[src/rtl/freq_display_pkg.sv]
// rtl/freq_display_pkg.sv - shared segment codes, decode function and conversion FSM states
package freq_display_pkg;

  localparam logic [6:0] SEG_BLANK = 7'h7F;

  // gfedcba, active-low
  localparam logic [6:0] SEG_0 = 7'h40;
  localparam logic [6:0] SEG_1 = 7'h79;
  localparam logic [6:0] SEG_2 = 7'h24;
  localparam logic [6:0] SEG_3 = 7'h30;
  localparam logic [6:0] SEG_4 = 7'h19;
  localparam logic [6:0] SEG_5 = 7'h12;
  localparam logic [6:0] SEG_6 = 7'h02;
  localparam logic [6:0] SEG_7 = 7'h78;
  localparam logic [6:0] SEG_8 = 7'h00;
  localparam logic [6:0] SEG_9 = 7'h10;

  typedef enum logic [1:0] {
    IDLE,
    SHIFT,
    DONE
  } conv_state_t;

  function automatic logic [6:0] seg_decode(input logic [3:0] digit);
    case (digit)
      4'd0:    seg_decode = SEG_0;
      4'd1:    seg_decode = SEG_1;
      4'd2:    seg_decode = SEG_2;
      4'd3:    seg_decode = SEG_3;
      4'd4:    seg_decode = SEG_4;
      4'd5:    seg_decode = SEG_5;
      4'd6:    seg_decode = SEG_6;
      4'd7:    seg_decode = SEG_7;
      4'd8:    seg_decode = SEG_8;
      4'd9:    seg_decode = SEG_9;
      default: seg_decode = SEG_BLANK;
    endcase
  endfunction

endpackage

[src/rtl/freq_display_bin2bcd_seq.sv]
// rtl/freq_display_bin2bcd_seq.sv - sequential shift-add-3 binary to 4-digit BCD converter
module bin2bcd_seq
  import freq_display_pkg::*;
#(
  parameter int BIN_W = 12
) (
  input  logic             CLK,
  input  logic             RST_N,
  input  logic             start,
  input  logic [BIN_W-1:0] value,
  output logic             busy,
  output logic             done,
  output logic [15:0]      bcd
);

  localparam int CNT_W = $clog2(BIN_W + 1);

  conv_state_t      state, state_nxt;
  logic [BIN_W-1:0] bin_q;
  logic [15:0]      bcd_q;
  logic [15:0]      bcd_adj;
  logic [CNT_W-1:0] cnt_q;

  assign bcd = bcd_q;

  always_comb begin
    bcd_adj = bcd_q;
    for (int i = 0; i < 4; i++) begin
      if (bcd_q[i*4 +: 4] >= 4'd5)
        bcd_adj[i*4 +: 4] = bcd_q[i*4 +: 4] + 4'd3;
    end
  end

  always_comb begin
    state_nxt = state;
    busy      = 1'b0;
    done      = 1'b0;
    case (state)
      IDLE: begin
        if (start)
          state_nxt = SHIFT;
      end
      SHIFT: begin
        busy = 1'b1;
        if (cnt_q == CNT_W'(BIN_W - 1))
          state_nxt = DONE;
      end
      DONE: begin
        busy      = 1'b1;
        done      = 1'b1;
        state_nxt = IDLE;
      end
      default: state_nxt = IDLE;
    endcase
  end

  always_ff @(posedge CLK) begin
    if (!RST_N) begin
      state <= IDLE;
      bin_q <= '0;
      bcd_q <= '0;
      cnt_q <= '0;
    end else begin
      state <= state_nxt;
      case (state)
        IDLE: begin
          if (start) begin
            bin_q <= value;
            bcd_q <= '0;
            cnt_q <= '0;
          end
        end
        SHIFT: begin
          {bcd_q, bin_q} <= {bcd_adj, bin_q} << 1;
          cnt_q          <= cnt_q + 1'b1;
        end
        default: ;
      endcase
    end
  end

endmodule

[src/rtl/freq_display.sv]
// rtl/freq_display.sv - change-triggered BCD conversion driving a 4-digit multiplexed 7-seg display
module freq_display
  import freq_display_pkg::*;
#(
  parameter int BIN_W       = 12,
  parameter int REFRESH_DIV = 100000
) (
  input  logic             CLK,
  input  logic             RST_N,
  input  logic [BIN_W-1:0] FREQ,
  output logic [6:0]       SEG,
  output logic             DP,
  output logic [3:0]       AN,
  output logic             BUSY
);

  localparam int RCNT_W = (REFRESH_DIV > 1) ? $clog2(REFRESH_DIV) : 1;

  logic [BIN_W-1:0]  last_conv;
  logic [BIN_W-1:0]  conv_val;
  logic [15:0]       digits;
  logic [15:0]       conv_bcd;
  logic              conv_done;
  logic              start;
  logic [RCNT_W-1:0] refresh_cnt;
  logic [1:0]        digit_idx;
  logic [3:0]        cur_digit;
  logic [3:0]        lead_zero;

  assign DP    = 1'b1;
  // BUSY is low only in IDLE, so this also gates FREQ changes during a conversion
  assign start = !BUSY && (FREQ != last_conv);

  bin2bcd_seq #(
    .BIN_W(BIN_W)
  ) u_bin2bcd (
    .CLK   (CLK),
    .RST_N (RST_N),
    .start (start),
    .value (FREQ),
    .busy  (BUSY),
    .done  (conv_done),
    .bcd   (conv_bcd)
  );

  always_ff @(posedge CLK) begin
    if (!RST_N) begin
      last_conv <= '0;
      conv_val  <= '0;
      digits    <= '0;
    end else begin
      if (start)
        conv_val <= FREQ;
      if (conv_done) begin
        digits    <= conv_bcd;
        last_conv <= conv_val;
      end
    end
  end

  always_ff @(posedge CLK) begin
    if (!RST_N) begin
      refresh_cnt <= '0;
      digit_idx   <= '0;
    end else if (refresh_cnt == RCNT_W'(REFRESH_DIV - 1)) begin
      refresh_cnt <= '0;
      digit_idx   <= digit_idx + 1'b1;
    end else begin
      refresh_cnt <= refresh_cnt + 1'b1;
    end
  end

  // a digit blanks only when it and every higher digit are zero
  always_comb begin
    lead_zero    = 4'b0000;
    lead_zero[3] = (digits[15:12] == 4'd0);
    lead_zero[2] = lead_zero[3] && (digits[11:8] == 4'd0);
    lead_zero[1] = lead_zero[2] && (digits[7:4] == 4'd0);
    cur_digit    = digits[{digit_idx, 2'b00} +: 4];
  end

  always_ff @(posedge CLK) begin
    if (!RST_N) begin
      SEG <= SEG_BLANK;
      AN  <= 4'hF;
    end else begin
      SEG <= lead_zero[digit_idx] ? SEG_BLANK : seg_decode(cur_digit);
      AN  <= ~(4'b0001 << digit_idx);
    end
  end

endmodule

[config.mk]
export PLATFORM = sky130hd
export DESIGN_NAME = freq_display
export DESIGN_NICKNAME = d
export VERILOG_FILES = /design/src/rtl/freq_display_pkg.sv /design/src/rtl/freq_display_bin2bcd_seq.sv /design/src/rtl/freq_display.sv
export SDC_FILE = /design/constraint.sdc
export NUM_CORES = 1
export LEC_CHECK = 0
export CORE_MARGIN = 4
export CORE_UTILIZATION = 50
export DETAILED_ROUTE_END_ITERATION = 10
export GPL_TIMING_DRIVEN = 0
export PLACE_DENSITY_LB_ADDON = 0.12
export SYNTH_ARGS = -nofsm -noshare
export SYNTH_HDL_FRONTEND = slang
export SYNTH_SLANG_ARGS = --single-unit
[constraint.sdc]
create_clock -name CLK -period 5.1 [get_ports CLK]
set_clock_uncertainty 0.05 [all_clocks]
set_input_delay 1.275 -clock CLK [delete_from_list [all_inputs] [get_ports CLK]]
set_output_delay 1.275 -clock CLK [all_outputs]
set_load 0.02 [all_outputs]
==> results of run 1 <==
[synth_stat cells (4+ instances only)]
master    count  area share, %
a221oi_1     10            1.8
o21ai_0      24            2.4
buf_1         6           0.46
and2_1        4           0.51
nand3_1      22            2.2
a211oi_1      6           0.91
o31ai_1       6           0.91
mux4_2        4            1.8
a21oi_1      13            1.3
xnor2_1      11            2.0
clkbuf_1     14            1.1
o211ai_1      5           0.76
nand2_1      45            3.4
o32ai_1       4           0.71
mux2i_1      39            7.9
inv_1        32            2.4
ha_1         22            5.6
nor4_1        6           0.76
nor2b_1      11            1.4
o22ai_1       7           0.89
nor2_1       60            4.6
dfxtp_1     104             42
nand4b_1      4           0.71
xor2_1       24            4.3
a211oi_2      5            1.3
buf_6         5            1.1
nand2b_1      7           0.89
[metal layers]
metal / routed length, µm / GRT usage (%)
met2: 4890 / 31.6
met1: 5040 / 24.9
met4: 134 / 5.41
met5: 0 / 0
met3: 418 / 4.32
[area by class of cell]
type	instances	area share, %
Multi-Input combinational cell	371	45.7
Sequential cell	104	37.2
Timing Repair Buffer	25	4.47
Buffer	30	3.11
Tap cell	129	2.88
Clock inverter	7	2.28
Clock buffer	9	2.21
Inverter	32	2.15
[through the flow]
step	instances	util [%]
3_5_place_dp	691	56.8
2_1_floorplan	537	-
4_1_cts	707	59.5
6_report	707	59.5
3_3_place_gp	691	56.8
5_1_grt	707	59.5
[flip-flops by register name, indices dropped and copies added (netlist names)]
| name | flops |
|---|---|
| digit_idx | 2 |
| AN | 4 |
| digits | 16 |
| u_bin2bcd.state | 2 |
| u_bin2bcd.bin_q | 12 |
| u_bin2bcd.bcd | 16 |
| u_bin2bcd.cnt_q | 4 |
| last_conv | 12 |
| refresh_cnt | 17 |
| conv_val | 12 |
| SEG | 7 |
[critical path, delay by kind of cell]
kind	cells	cell delay (ns)
simple gates	2	0.92
compound gates	2	0.66
buf+inv	1	0.50
xor+xnor	1	0.20
[cells by family after synthesis]
family                     Yosys count
DFF                                104
muxes                               44
adders and majority gates           22
xor gates and xnor gates            35
and+or+nand+nor                    180
buffers and inverters               62
AOI/OAI and AO/OA                   89
other                                1
[worst max-delay path by stage]
stage | startpoint | end | cells after the start
finish | FREQ[9] | u_bin2bcd.bcd[8]$_SDFFE_PN0P_ | 6
global route | FREQ[8] | u_bin2bcd.cnt_q[3]$_SDFFE_PN0P_ | 6
CTS | FREQ[9] | u_bin2bcd.cnt_q[3]$_SDFFE_PN0P_ | 6
detailed placement | FREQ[9] | u_bin2bcd.bcd[8]$_SDFFE_PN0P_ | 6
global placement | FREQ[0] | u_bin2bcd.bcd[8]$_SDFFE_PN0P_ | 6
floorplan | FREQ[8] | u_bin2bcd.bcd[10]$_SDFFE_PN0P_ | 8
[power by group]
| part | switching [µW] | internal (µW) | leakage [µW] |
|---|---|---|---|
| clock network | 297 | 332 | 0.000126 |
| registers | 50.3 | 904 | 0.000847 |
| logic | 471 | 345 | 0.00108 |
| total | 819 | 1580 | 0.00206 |
==> reports/metrics.yaml, run 1 <==
hold_path:
  min_delay_worst_endpoint: "conv_val[11]$_SDFFE_PN0P_"
  worstHoldPathType: "flip-flop to flip-flop"
  holdPathStages: 2
  hold_start: "conv_val[11]$_SDFFE_PN0P_"
sta:
  finalMaxSlewViolations: 0
  period_share_pct: 65.6
  grt_setup_unrepaired: "false"
  tns_ns: 0
  fin_ws_ns: 1.76
  worst_slew_pin_slew_ns: 0.760
  relSlewSlack_pct: 49.4
  hold-worst-slack_ns: 0.415
  finalHoldViolations: 0
  setup-violations-final: 0
  layout_min_cycle_time_ns: 3.34
  fmax_ghz: 0.299
run_status:
  status: "complete, no violations"
global_routing:
  antenna_found_initial: 0
  track_usage_pct: 19.0
  grt_pass1_vias: 3739
  grt_max_degree: 19
  grt_pass1_wl_um: 17600
  gr-total-overflow: 0
placed_design:
  port_buffers: 25
  place.gp.congestion: 0.808
  pre_cts_slack_ns: 1.35
  dpl_cell_area_mm2: 0.00535
  dpl.hpwl_um: 7650
logic_synthesis:
  synthesis.nets: 573
  syn_area_mm2: 0.00494
  yosysUniqueCellTypes: 51
  synth-edff-count: 0
  ys_ff_latch: 104
  yosys_warnings: 0
  ys.flop_type: "dfxtp_1"
  synth_top_family_by_area: "simple AND/OR/NAND/NOR gates"
  synth_compound_area_share_pct: 12.4
  avgSynthCellArea_um2: 9.19
  yosysSeqAreaShare_pct: 42.2
  syn_inst: 537
  synthArstFlopShare_pct: 0
  synth-simple-area-share_pct: 17.7
  synth_mux_area_share_pct: 9.96
  synth_fa_ha_area_share_pct: 5.58
  synthXorXnorAreaFrac_pct: 6.21
clock_network:
  postCtsHoldBufs: 0
  clk_latency_ns: 0.37
  htree_levels: 3
  cts_resized: 0
  clockRootBuffer: "clkbuf_8"
  clk_pin_slew_worst_paths_ns: 0.11
  cts_setup_buffers: 0
  cts_sinks: 104
  cts_tree: "built"
  cts-buffers-inserted: 9
  cts_buffer_depth: 2
routing:
  routedWlPerCell_um: 14.8
  drtAntennaViolNets: 0
  routed_wl_um: 10500
  drc_errors: 0
  drt_iter0_drc: 150
  viasPerCell: 5.42
  drt_pass1_iterations: 7
  vias: 3832
setup_path:
  worst-setup-path-type: "input port to flip-flop"
  ff2ff_path_depth: 6
  rrSetupSlack_ns: 2.80
  slowest_delay_ns: 0.51
  cp_max_fo: 10
  r2r-start: "u_bin2bcd.state[1]$_SDFFE_PN0P_"
  path_cells: "clkdlybuf4s50_1 > xor2_1 > nor4_1 > a41o_1 > nand3b_1 > o32ai_1"
  crit_path_top_delay_cell: "nor4_1"
  r2r_end: "u_bin2bcd.cnt_q[3]$_SDFFE_PN0P_"
  worstPathArrival_ns: 3.54
  end_kind: "flip-flop"
  cp.required_ns: 5.30
  startpoint_type: "input port"
power:
  power_uw: 2400
  leakagePower_uw: 0.00206
  ir_drop_mv: 0.249
  p_per_area_mw_per_mm2: 429
die:
  io_pins: 27
  die_y_um: 107
  die_area_mm2: 0.0115
  core_area_mm2: 0.00942
  start_util_pct: 52.4
  die_x_um: 107
  num_rows: 35
layout:
  design_area_mm2: 0.00560
  fill_cells: 839
  drive_above_1_share_pct: 6.92
  seqCellArea_mm2: 0.00208
  mostFrequentLayoutCell: "dfxtp_1"
  diodes: 0
  area_growth_pct: 13.4
  multiInputGateArea_mm2: 0.00256
  final_cell_mix: "104 x dfxtp_1, 60 x nor2_1, 45 x nand2_1, 39 x mux2i_1, 32 x inv_1"
  nets: 609
flow_run:
  maxCapViolCount: 0
Note: power is estimated with default switching activity, not from simulation.
==> run 2: changes to the inputs <==
clock period = 2.8 ns   (was 5.1 ns; I/O delays follow)
==> run 2 against run 1 <==
Routed wire length about the same. Sequential share of layout area is 0.13 points lower. Non-clock buffer count unchanged. First-iteration DRC count is 5.3% higher. Design area increased by 0.36%. Clock power increased by 83%. Clock-buffer cell count is the same. Final cell count unchanged. Hold slack got worse by 0.0012 ns. Sequential cell count did not move. Largest cell class unchanged.
==> reports/metrics.yaml, run 2 (synthesized netlist as in run 1, its figures left out) <==
run_status:
  status: "complete, no violations"  # unchanged
routing:
  vias: 3808  # was 3832
  routedWlPerCell_um: 14.8  # about the same
  drc_errors: 0  # unchanged
  drtAntennaViolNets: 0  # unchanged
  drt_iter0_drc: 158  # was 150
  drt_pass1_iterations: 4  # was 7
  viasPerCell: 5.39  # was 5.42
  routed_wl_um: 10500  # about the same
layout:
  largest_register_ffs: 17  # unchanged
  nets: 609  # unchanged
  top_register: "refresh_cnt"  # unchanged
  final_cell_mix: "104 x dfxtp_1, 60 x nor2_1, 45 x nand2_1, 39 x mux2i_1, 32 x inv_1"  # unchanged
  diodes: 0  # unchanged
  drive_above_1_share_pct: 7.61  # was 6.92%
  area_growth_pct: 13.8  # was 13.4%
  mostFrequentLayoutCell: "dfxtp_1"  # unchanged
clock_network:
  htree_levels: 3  # unchanged
  cts_setup_buffers: 0  # unchanged
  cts-buffers-inserted: 9  # unchanged
  cts_resized: 0  # unchanged
  clk_pin_slew_worst_paths_ns: 0.09  # was 0.11 ns
  postCtsHoldBufs: 0  # unchanged
  clk_latency_ns: 0.38  # was 0.37 ns
  cts_buffer_depth: 2  # unchanged
  clockRootBuffer: "clkbuf_8"  # unchanged
  cts_sinks: 104  # unchanged
  cts_tree: "built"  # unchanged
global_routing:
  gr-total-overflow: 0  # unchanged
  antenna_found_initial: 0  # unchanged
  track_usage_pct: 19.0  # unchanged
  grt_pass1_wl_um: 17600  # unchanged
  grt_pass1_vias: 3739  # unchanged
  grt_max_degree: 19  # unchanged
power:
  p_per_area_mw_per_mm2: 779  # was 429 mW/mm²
  ir_drop_mv: 0.458  # was 0.249 mV
  leakagePower_uw: 0.00205  # was 0.00206 µW
die:
  die_x_um: 107  # unchanged
  die_y_um: 107  # unchanged
  io_pins: 27  # unchanged
  start_util_pct: 52.4  # unchanged
  die_area_mm2: 0.0115  # unchanged
  num_rows: 35  # unchanged
  core_area_mm2: 0.00942  # unchanged
setup_path:
  cp.required_ns: 2.05  # was 5.30 ns
  path_cells: "inv_1 > ha_1 > clkdlybuf4s50_1"  # was clkdlybuf4s50_1 > xor2_1 > nor4_1 > a41o_1 > nand3b_1 > o32ai_1
  worstPathArrival_ns: 1.82  # was 3.54 ns
  end_kind: "output port"  # was flip-flop
  startpoint_type: "flip-flop"  # was input port
  slowest_delay_ns: 0.63  # was 0.51 ns
  worst-setup-path-type: "flip-flop to output port"  # was input port to flip-flop
  cp_max_fo: 4  # was 10
  crit_path_top_delay_cell: "clkdlybuf4s50_1"  # was nor4_1
  critPathBufInv: 2  # was 1
  path_delay_family: "buffers and inverters"  # was simple AND/OR/NAND/NOR gates
sta:
  worst_slew_pin_slew_ns: 0.763  # was 0.760 ns
  tns_ns: 0  # unchanged
  relSlewSlack_pct: 49.1  # was 49.4%
  period_share_pct: 91.9
  finalMaxSlewViolations: 0  # unchanged
  hold-worst-slack_ns: 0.414  # was 0.415 ns
  fin_ws_ns: 0.226  # was 1.76 ns
  setup-violations-final: 0  # unchanged
  grt_setup_unrepaired: "false"  # unchanged
  layout_min_cycle_time_ns: 2.57
  finalHoldViolations: 0  # unchanged
  fmax_ghz: 0.388
placed_design:
  pre_cts_slack_ns: -0.377  # was 1.35 ns
  place.gp.congestion: 0.808  # unchanged
  dpl.hpwl_um: 7650  # unchanged
  port_buffers: 25  # unchanged
flow_run:
  maxCapViolCount: 0  # unchanged
hold_path:
  worstHoldPathType: "flip-flop to flip-flop"  # unchanged
run 2: routing by layer:
| metal | global-route usage (%) | up-vias | routed length [µm] |
|---|---|---|---|
| met5 | 0 | - | 0 |
| met1 | 24.9 | 1798 | 4930 |
| met4 | 5.41 | 0 | 118 |
| met3 | 4.32 | 10 | 535 |
| met2 | 31.6 | 76 | 4900 |
| li1 | - | 1924 | - |
run 2: worst paths after layout:
check	startpoint	to	slack [ns]	depth (start not counted)
max	u_bin2bcd.state[1]$_SDFFE_PN0P_	BUSY	0.23	3
min	conv_val[11]$_SDFFE_PN0P_	conv_val[11]$_SDFFE_PN0P_	0.41	2
max reg2reg	u_bin2bcd.state[1]$_SDFFE_PN0P_	u_bin2bcd.cnt_q[3]$_SDFFE_PN0P_	0.56	6
min reg2reg	conv_val[11]$_SDFFE_PN0P_	conv_val[11]$_SDFFE_PN0P_	0.41	2
run 2: power breakdown:
group          internal (µW)  switching (µW)  total (µW)
sequential              1650            90.8        1740
combinational            634             859        1490
clock                    605             541        1150
total                   2890            1490        4380
run 2: area by class of cell:
| cell class | instances | area [µm²] |
|---|---|---|
| plain buffers | 30 | 174 |
| clock buffers | 9 | 124 |
| clock inverters | 7 | 128 |
| fillers | 840 | 3800 |
| inverters | 32 | 120 |
| multi-input cells | 371 | 2580 |
| flip-flops and latches | 104 | 2080 |
| well taps | 129 | 161 |
| repair buffers | 25 | 250 |
run 2: through the flow:
| step | power (µW) | cells | cell area, µm² | utilization (%) |
|---|---|---|---|---|
| floorplan | 2890 | 537 | 4940 | - |
| global route | 4620 | 707 | 5620 | 59.7 |
| global placement | 3230 | 691 | 5350 | 56.8 |
| detailed placement | 3250 | 691 | 5350 | 56.8 |
| finish | 4380 | 707 | 5620 | 59.7 |
| CTS | 4380 | 707 | 5600 | 59.5 |
run 2: tightest hold or removal path: stages (launching register included):
cell and delay, ns:
dfxtp_1 0.32, nand2_1 0.05, o21ai_0 0.06
